===== src/rtl/fetch_stage.sv =====
// RV32I instruction-fetch stage: program counter, instruction-memory addressing
// and the IF/ID pipeline register feeding the control unit.
module fetch_stage #(
    parameter logic [31:0] RESET_PC  = 32'h0000_0000,
    parameter logic [31:0] NOP_INSTR = 32'h0000_0013
) (
    input  logic        clk_i,
    input  logic        rst_i,
    input  logic        stall_i,
    input  logic        PCsrc_i,
    input  logic        JALR_i,
    input  logic [31:0] branch_target_i,
    input  logic [31:0] ALUout_i,
    output logic [31:0] imem_addr_o,
    input  logic [31:0] imem_rdata_i,
    output logic [31:0] instr_d_o,
    output logic [31:0] pc_d_o,
    output logic [31:0] pcplus4_d_o,
    output logic        valid_d_o,
    output logic        misalign_o
);

    logic [31:0] pc_q, pc_d;
    logic [31:0] instr_q, instr_d;
    logic [31:0] ifid_pc_q, ifid_pc_d;
    logic [31:0] ifid_pc4_q, ifid_pc4_d;
    logic        valid_q, valid_d;
    logic        misalign_q, misalign_d;

    logic [31:0] tgt;
    logic [31:0] applied_tgt;
    logic [31:0] pc_plus4;

    // JALR clears bit 0 before the alignment check, so only bit 1 can flag there.
    assign tgt         = JALR_i ? (ALUout_i & ~32'd1) : branch_target_i;
    assign applied_tgt = {tgt[31:2], 2'b00};
    assign pc_plus4    = pc_q + 32'd4;

    // Redirect outranks stall; a stall freezes both PC and IF/ID.
    always_comb begin
        pc_d       = pc_q;
        instr_d    = instr_q;
        ifid_pc_d  = ifid_pc_q;
        ifid_pc4_d = ifid_pc4_q;
        valid_d    = valid_q;
        misalign_d = PCsrc_i & (tgt[1:0] != 2'b00);
        if (PCsrc_i) begin
            pc_d    = applied_tgt;
            instr_d = NOP_INSTR;
            valid_d = 1'b0;
        end else if (!stall_i) begin
            pc_d       = pc_plus4;
            instr_d    = imem_rdata_i;
            ifid_pc_d  = pc_q;
            ifid_pc4_d = pc_plus4;
            valid_d    = 1'b1;
        end
    end

    always_ff @(posedge clk_i or posedge rst_i) begin
        if (rst_i) begin
            pc_q       <= RESET_PC;
            instr_q    <= NOP_INSTR;
            ifid_pc_q  <= 32'd0;
            ifid_pc4_q <= 32'd0;
            valid_q    <= 1'b0;
            misalign_q <= 1'b0;
        end else begin
            pc_q       <= pc_d;
            instr_q    <= instr_d;
            ifid_pc_q  <= ifid_pc_d;
            ifid_pc4_q <= ifid_pc4_d;
            valid_q    <= valid_d;
            misalign_q <= misalign_d;
        end
    end

    assign imem_addr_o = pc_q;
    assign instr_d_o   = instr_q;
    assign pc_d_o      = ifid_pc_q;
    assign pcplus4_d_o = ifid_pc4_q;
    assign valid_d_o   = valid_q;
    assign misalign_o  = misalign_q;

endmodule


===== config.mk =====
export PLATFORM = sky130hd
export DESIGN_NAME = fetch_stage
export DESIGN_NICKNAME = d
export VERILOG_FILES = /design/src/rtl/fetch_stage.sv
export SDC_FILE = /design/constraint.sdc
export NUM_CORES = 1
export LEC_CHECK = 0
export CAP_MARGIN = 20
export CORE_ASPECT_RATIO = 2
export CORE_MARGIN = 4
export CORE_UTILIZATION = 46
export CTS_BUF_LIST = sky130_fd_sc_hd__clkbuf_4
export CTS_CLUSTER_DIAMETER = 120
export DETAILED_ROUTE_END_ITERATION = 12
export PLACE_DENSITY_LB_ADDON = 0.3
export SLEW_MARGIN = 15
export SYNTH_ARGS = -nofsm -noshare
export SYNTH_HDL_FRONTEND = slang
export SYNTH_SLANG_ARGS = --single-unit

===== constraint.sdc =====
create_clock -name clk_i -period 5.32 [get_ports clk_i]
set_clock_uncertainty 0.1 [all_clocks]
set_input_delay 0.532 -clock clk_i [delete_from_list [all_inputs] [get_ports clk_i]]
set_output_delay 0.532 -clock clk_i [all_outputs]
set_load 0.05 [all_outputs]

# Word-level counts from Yosys, hierarchy flattened

Cells that the tools add are included.

Equality and inequality tests: 1
Add/subtract/negate cells: 1
Mux-type cells: 7
Bitwise logic cells: 3
Reduce and logical (&&, ||, !) cells: 2

Operators with widths:

| cell                  | number |
|---|---|
| $mux 32               | 5 |
| $add 32x3->32 const B | 1 |
| $mux 1                | 2 |
| $ne 2x1->1 const B    | 1 |
| $not 1->1             | 2 |
| $reduce_and 2->1      | 1 |
| $reduce_bool 2->1     | 1 |
| $and 1x1->1           | 1 |

Word-level logic and storage cells: 20
Register bits after elaboration: 130
Bits of input ports: 101

# Depth between registers and ports, before layout

Gate-level depths: netlist of run 1.

Depth after elaboration: 3
Mapped depth: 7
Mapped depth without buffers: 5

# Least setup slack after synthesis of run 1

No wires, ideal clock.

Path kind: register to register
From: register pc_q[2] (netlist: imem_addr_o[2])
To: register ifid_pc4_q[20] (netlist: pcplus4_d_o[20])
Path buffers: 1
Setup time: 0.082 ns
Setup slack: 2.842 ns
Period minus slack after synthesis: 2.478 ns
Cell stages (with the launch flop): 7
Arrival: 2.296 ns
Cells stage by stage: dfrtp_1 > ha_1 > nand4_1 > or3_1 > clkbuf_1 > or4_1 > a31oi_1

Word-level cells in the longest chain between the ends: 1

RTL lines:

| item                   | line | RTL |
|---|---|---|
| start, declared        | 23   | `logic [31:0] pc_q, pc_d;` |
| start signal, assigned | 69   | `pc_q <= pc_d;` |
| $add 32x3->32          | 37   | `assign pc_plus4 = pc_q + 32'd4;` |
| end signal, assigned   | 72   | `ifid_pc4_q <= ifid_pc4_d;` |
| end, declared          | 26   | `logic [31:0] ifid_pc4_q, ifid_pc4_d;` |

Every way passes these cells.
A chain may end at the register's enable or synchronous reset.

# Final worst setup path of run 1

From: register pc_q[13] (netlist: imem_addr_o[13])
To: output port imem_addr_o[13]

RTL lines:

| item          | line | RTL |
|---|---|---|
| end, declared | 14   | `output logic [31:0] imem_addr_o,` |

No word-level cell between the ends.

==> impl_metrics.env, run 1 <==
export IMPL_status="complete, no violations"
export IMPL_cts_tree="built"
export IMPL_crit_arrival_ns=2.15
export IMPL_worst_pin_slew_ns=0.7868
export IMPL_setup_worst_path_class="flop to output port"
export IMPL_first_pass_iters=4
export IMPL_cts_resized_gates=0
export IMPL_ir_drop_mv=0.2052
export IMPL_grt_pass1_wl_mm=31.86
export IMPL_num_fill_cells=1109
export IMPL_utilization=0.6513
export IMPL_drive_above_1_share=0.06567
export IMPL_num_vias=5832
export IMPL_die_area_um2=15670
export IMPL_core_area_um2=13440
export IMPL_grt_overflow=0
export IMPL_synth_area_um2=6270
export IMPL_hpwl_mm=15.25
export IMPL_most_common_layout_cells="clkdlybuf4s50_1, dfrtp_1, nand2_1"
export IMPL_synth_cells=662
export IMPL_post_route_drc_count=0
export IMPL_grt_max_degree=87
export IMPL_port_buffers=223
export IMPL_fin_nets=957
export IMPL_numCtsBuffers=17
export IMPL_p_leak_nw=3.645
export IMPL_drv_slew=0
export IMPL_wl_mm=20.54
export IMPL_area_delta_synth_final_pct=39.59
export IMPL_path_buf_inv=1
export IMPL_wl_per_cell_um=20.05
export IMPL_min_delay_start="PCsrc_i"
export IMPL_p_per_area_nw_per_um2=336.6
export IMPL_synth_cell_types=54
export IMPL_postCtsSetupRepairBufs=0
export IMPL_synth_edff_count=0
export IMPL_syn_avg_cell_area_um2=9.471
export IMPL_die_h_um=173.1
export IMPL_htree_levels=4
export IMPL_startpoint_type="flop"
export IMPL_yosys_area_top_type="dfrtp_1"
export IMPL_track_usage=0.2604
export IMPL_worstPathCellList="clkdlybuf4s50_1"
export IMPL_async_reset_ff_frac=1.000
export IMPL_rsz0062_at_grt="false"
export IMPL_hold_path_end="instr_d_o[25]"
export IMPL_cts_root_buf="clkbuf_4"
export IMPL_path_max_fanout=12
export IMPL_ys_flop_type="dfrtp_1"
export IMPL_synth_top_area_share=0.4829
export IMPL_ys_ff_latch=124
export IMPL_slew_headroom=0.4754
export IMPL_worst_setup_path_end_kind="output port"
export IMPL_clock_latency_ns=0.53
export IMPL_grt_pass1_vias=6104
export IMPL_io_pins=231
export IMPL_reg2reg_to="imem_addr_o[16]"
export IMPL_fin_crit_ns=2.781
export IMPL_tns_ns=0
export IMPL_holdPathStages=2
export IMPL_hold_path_class="primary input to flop"
export IMPL_critPathSlowestCell="clkdlybuf4s50_1"
export IMPL_clock_sinks=124
export IMPL_rows=60
export IMPL_cts_hold_buffers=0
export IMPL_die_x_um=90.55
export IMPL_drv_cap=0
export IMPL_hold_viol_final=0
export IMPL_r2r_setup_slack_ns=2.72
export IMPL_clk_pin_slew_ns=0.13
export IMPL_start_util=0.4666
export IMPL_via_per_inst=5.695
export IMPL_yosysWarningCount=0
export IMPL_critical_path_top_delay_family="buffers and inverters"
export IMPL_globalplace_congestion=0.8679
export IMPL_setup_viol=0
export IMPL_clockBufferDepth=2
export IMPL_synthTopCellsByArea="dfrtp_1, nand2_1, mux2i_1"
export IMPL_layout_commonest_cell="clkdlybuf4s50_1"
export IMPL_fin_ws_ns=2.539
export IMPL_reg2regPathDepth=5
export IMPL_worstPathRequired_ns=4.69
export IMPL_drt_iter0_markers=344
export IMPL_crit_path_max_incr_delay_ns=0.96
export IMPL_r2r_start="imem_addr_o[2]"
export IMPL_antenna_found_initial=1
export IMPL_ys_seq_area_frac=0.4955
export IMPL_design_power_total_mw=2.946
export IMPL_place_ws_ns=2.580
export IMPL_fin_crit_sh=0.5227
export IMPL_timing_fmax_mhz=359.6
export IMPL_ant_nets=0
export IMPL_whs_ns=0.2942
[how the worst max path moves through the flow]
stage | cells past startpoint | start | slack (ns) | to
final | 1 | imem_addr_o[13] | 2.54 | imem_addr_o[13]
after global routing | 1 | imem_addr_o[13] | 2.48 | imem_addr_o[13]
after CTS | 1 | imem_addr_o[13] | 2.51 | imem_addr_o[13]
after detailed placement | 5 | stall_i | 2.58 | imem_addr_o[31]
after global placement | 5 | stall_i | 2.62 | imem_addr_o[31]
after floorplan | 1 | rst_i | 1.39 | imem_addr_o[10]
[report_power, final]
part	internal (mW)	switching, mW	leakage (nW)	total, mW
Clock	0.331	0.384	0.152	0.716
Combinational	0.365	0.676	1.99	1.04
Sequential	1.06	0.131	1.50	1.19
Total	1.75	1.19	3.64	2.95
[routing by layer]
| metal | GRT usage | up-vias | part of all wire | wire (µm) |
|---|---|---|---|---|
| li1 | - | 2694 | - | - |
| met1 | 0.2558 | 2795 | 0.34 | 6928 |
| met2 | 0.4862 | 282 | 0.55 | 11270 |
| met3 | 0.06966 | 61 | 0.064 | 1314 |
| met4 | 0.1368 | 0 | 0.050 | 1021 |
| met5 | 0 | - | 0 | 0 |
[cell families (layout without fill, tap and decap cells)]
logic type / after synthesis / count (layout) / synth area share
simple gates: 283 / 283 / 0.2193
buf+inv: 69 / 270 / 0.05807
xor+xnor: 27 / 27 / 0.03772
fa+ha+maj: 1 / 1 / 0.001995
compound gates: 112 / 112 / 0.1145
mux: 45 / 45 / 0.07224
flops: 124 / 124 / 0.4955
other cells: 1 / 7 / 0.0005981
[cells in the mapped netlist (4+ instances only)]
master,number
buf_4,8
or4_1,13
a31oi_1,23
xnor2_1,24
o31a_1,7
buf_1,6
nor2b_1,18
nand4_1,15
nand2_1,118
clkbuf_1,27
nor3_1,9
inv_1,8
nor4_1,11
o31ai_1,11
nand3_1,5
nor2_1,61
dfrtp_1,121
a21oi_1,14
buf_2,10
mux2i_1,43
a211oi_1,18
or3_1,12
buf_6,4
o21ai_0,30
[layout make-up]
| type | count | area (µm²) | area share |
|---|---|---|---|
| multi-input combinational | 474 | 2828 | 0.3231 |
| clock inverter | 14 | 172.7 | 0.01973 |
| timing repair buffer | 229 | 2275 | 0.2599 |
| clock buffer | 18 | 135.1 | 0.01544 |
| tap | 155 | 193.9 | 0.02216 |
| antenna | 1 | 2.502 | 0.0002859 |
| sequential | 124 | 3107 | 0.3550 |
| inverter | 9 | 38.79 | 0.004432 |
[stage by stage]
| step | cell area, µm² | instances |
|---|---|---|
| final | 8752 | 1024 |
| after global routing | 8752 | 1024 |
| after global placement | 8417 | 990 |
| after detailed placement | 8437 | 991 |
| after CTS | 8745 | 1023 |
| after floorplan | 6289 | 667 |
[registers in the layout, summed over array words and instances, names as in the netlist]
name	flops
instr_d_o	32
imem_addr_o	30
pc_d_o	30
pcplus4_d_o	30
misalign_o	1
valid_d_o	1
(Power assumes the default switching activity.)
==> run 2: changes to the inputs <==
CORE_UTILIZATION = 42   (was 46)
clock period = 2.46 ns   (was 5.32 ns; I/O delays follow)
==> impl_metrics.env, run 2 (synthesis gave the netlist of run 1 again) <==
export IMPL_drv_slew=0
export IMPL_clockBufferDepth=2
export IMPL_setup_worst_path_class="flop to output port"
export IMPL_post_route_drc_count=0
export IMPL_wl_mm=21.37
export IMPL_antenna_found_initial=2
export IMPL_layoutNonFillerInstCount=1089
export IMPL_path_max_fanout=5
export IMPL_port_buffers=223
export IMPL_ir_drop_mv=0.4086
export IMPL_num_vias=5932
export IMPL_wl_per_cell_um=19.63
export IMPL_most_common_layout_cells="clkdlybuf4s50_1, dfrtp_1, nand2_1"
export IMPL_cts_tree="built"
export IMPL_drt_iter0_markers=289
export IMPL_ant_nets=0
export IMPL_hold_path_class="primary input to asynchronous set/reset pin"
export IMPL_slew_headroom=0.4544
export IMPL_worstPathRequired_ns=2.11
export IMPL_clock_sinks=124
export IMPL_seq_area_um2=3109
export IMPL_endpoint="imem_addr_o[10]"
export IMPL_drive_above_1_share=0.09710
export IMPL_crit_arrival_ns=2.03
export IMPL_multi_input_area_um2=2825
export IMPL_worst_pin_slew_ns=0.8183
export IMPL_worst_setup_path_end_kind="output port"
export IMPL_rows=62
export IMPL_htree_levels=4
export IMPL_clock_latency_ns=0.53
export IMPL_p_leak_nw=3.803
export IMPL_via_per_inst=5.447
export IMPL_num_fill_cells=1265
export IMPL_core_area_um2=14510
export IMPL_fin_crit_sh=0.9660
export IMPL_startpoint="imem_addr_o[10]"
export IMPL_clk_pin_slew_ns=0.12
export IMPL_die_area_um2=17070
export IMPL_layout_commonest_cell="clkdlybuf4s50_1"
export IMPL_largest_reg_flops=32
export IMPL_design_power_total_mw=6.563
export IMPL_io_pins=231
export IMPL_numCtsBuffers=17
export IMPL_tns_ns=0
export IMPL_grt_pass1_vias=6429
export IMPL_grt_pass1_wl_mm=33.71
export IMPL_status="complete, no violations"
export IMPL_grt_overflow=0
export IMPL_r2r_start="imem_addr_o[21]"
export IMPL_postCtsSetupRepairBufs=0
export IMPL_fin_crit_ns=2.376
export IMPL_track_usage=0.2583
export IMPL_setup_viol=0
export IMPL_p_per_area_nw_per_um2=723.6
export IMPL_drv_cap=0
export IMPL_whs_ns=0.05238
export IMPL_reg2reg_to="imem_addr_o[29]"
export IMPL_dp_cells=1055
export IMPL_globalplace_congestion=0.8867
export IMPL_hpwl_mm=16.43
export IMPL_timing_fmax_mhz=420.8
export IMPL_start_util=0.4322
export IMPL_first_pass_iters=5
export IMPL_die_h_um=180.8
export IMPL_reg2regPathDepth=4
export IMPL_area_delta_synth_final_pct=44.66
export IMPL_grt_max_degree=72
export IMPL_r2r_setup_slack_ns=0.19
export IMPL_rsz0062_at_grt="false"
export IMPL_hold_viol_final=0
export IMPL_die_x_um=94.40
export IMPL_startpoint_type="flop"
export IMPL_fin_nets=985
export IMPL_cts_root_buf="clkbuf_4"
## run 2: power by group
part	internal, mW	total (mW)	switching (mW)
logic	0.849	2.39	1.54
registers	2.29	2.52	0.235
clock network	0.820	1.65	0.830
## run 2: worst min path at each step
stage | slack, ns | end | startpoint
finish | 0.05 | pc_d_o[16] | rst_i
global route | 0.05 | pc_d_o[16] | rst_i
CTS | 0.05 | pc_d_o[16] | rst_i
detailed placement | 0.36 | pc_d_o[18] | pc_d_o[18]
global placement | 0.36 | pc_d_o[21] | pc_d_o[21]
floorplan | 0.28 | instr_d_o[0] | imem_rdata_i[0]
## run 2: worst max-delay path, cell delays in order (launching register included)
cell and delay, ns:
dfrtp_1 0.47, buf_4 0.18, clkdlybuf4s50_1 0.85
## run 2: what timing repair did
item / 4_1_cts / 5_1_grt
setup endpoints to repair: 2 / 3
endpoints found under the hold margin: 5 / 0
hold buffers: 1 / 0
resized for setup: 2 / 2
## run 2: final cells by class
cell class | count | share of cell area
diodes | 1 | 0.0002759
repair buffers | 257 | 0.2784
clock inverters | 14 | 0.02152
flip-flops and latches | 124 | 0.3428
inverters | 9 | 0.004139
well taps | 192 | 0.02649
clock buffers | 18 | 0.01490
multi-input cells | 474 | 0.3115
## run 2: metrics by stage
stage / cell area [µm²] / util / worst slack, ns
2_1_floorplan: 6294 / - / 0.002369
3_3_place_gp: 8726 / 0.6015 / 0.2308
3_5_place_dp: 8726 / 0.6015 / 0.1773
4_1_cts: 9064 / 0.6248 / 0.01912
5_1_grt: 9070 / 0.6252 / 0.004741
6_report: 9070 / 0.6252 / 0.08354
## run 2: metal layers
metal / up-vias / wire length, µm / track usage
li1: 2740 / - / -
met1: 2820 / 6816 / 0.2507
met2: 300 / 11900 / 0.4809
met3: 70 / 1607 / 0.06994
met4: 2 / 1037 / 0.1319
met5: - / 13 / 0
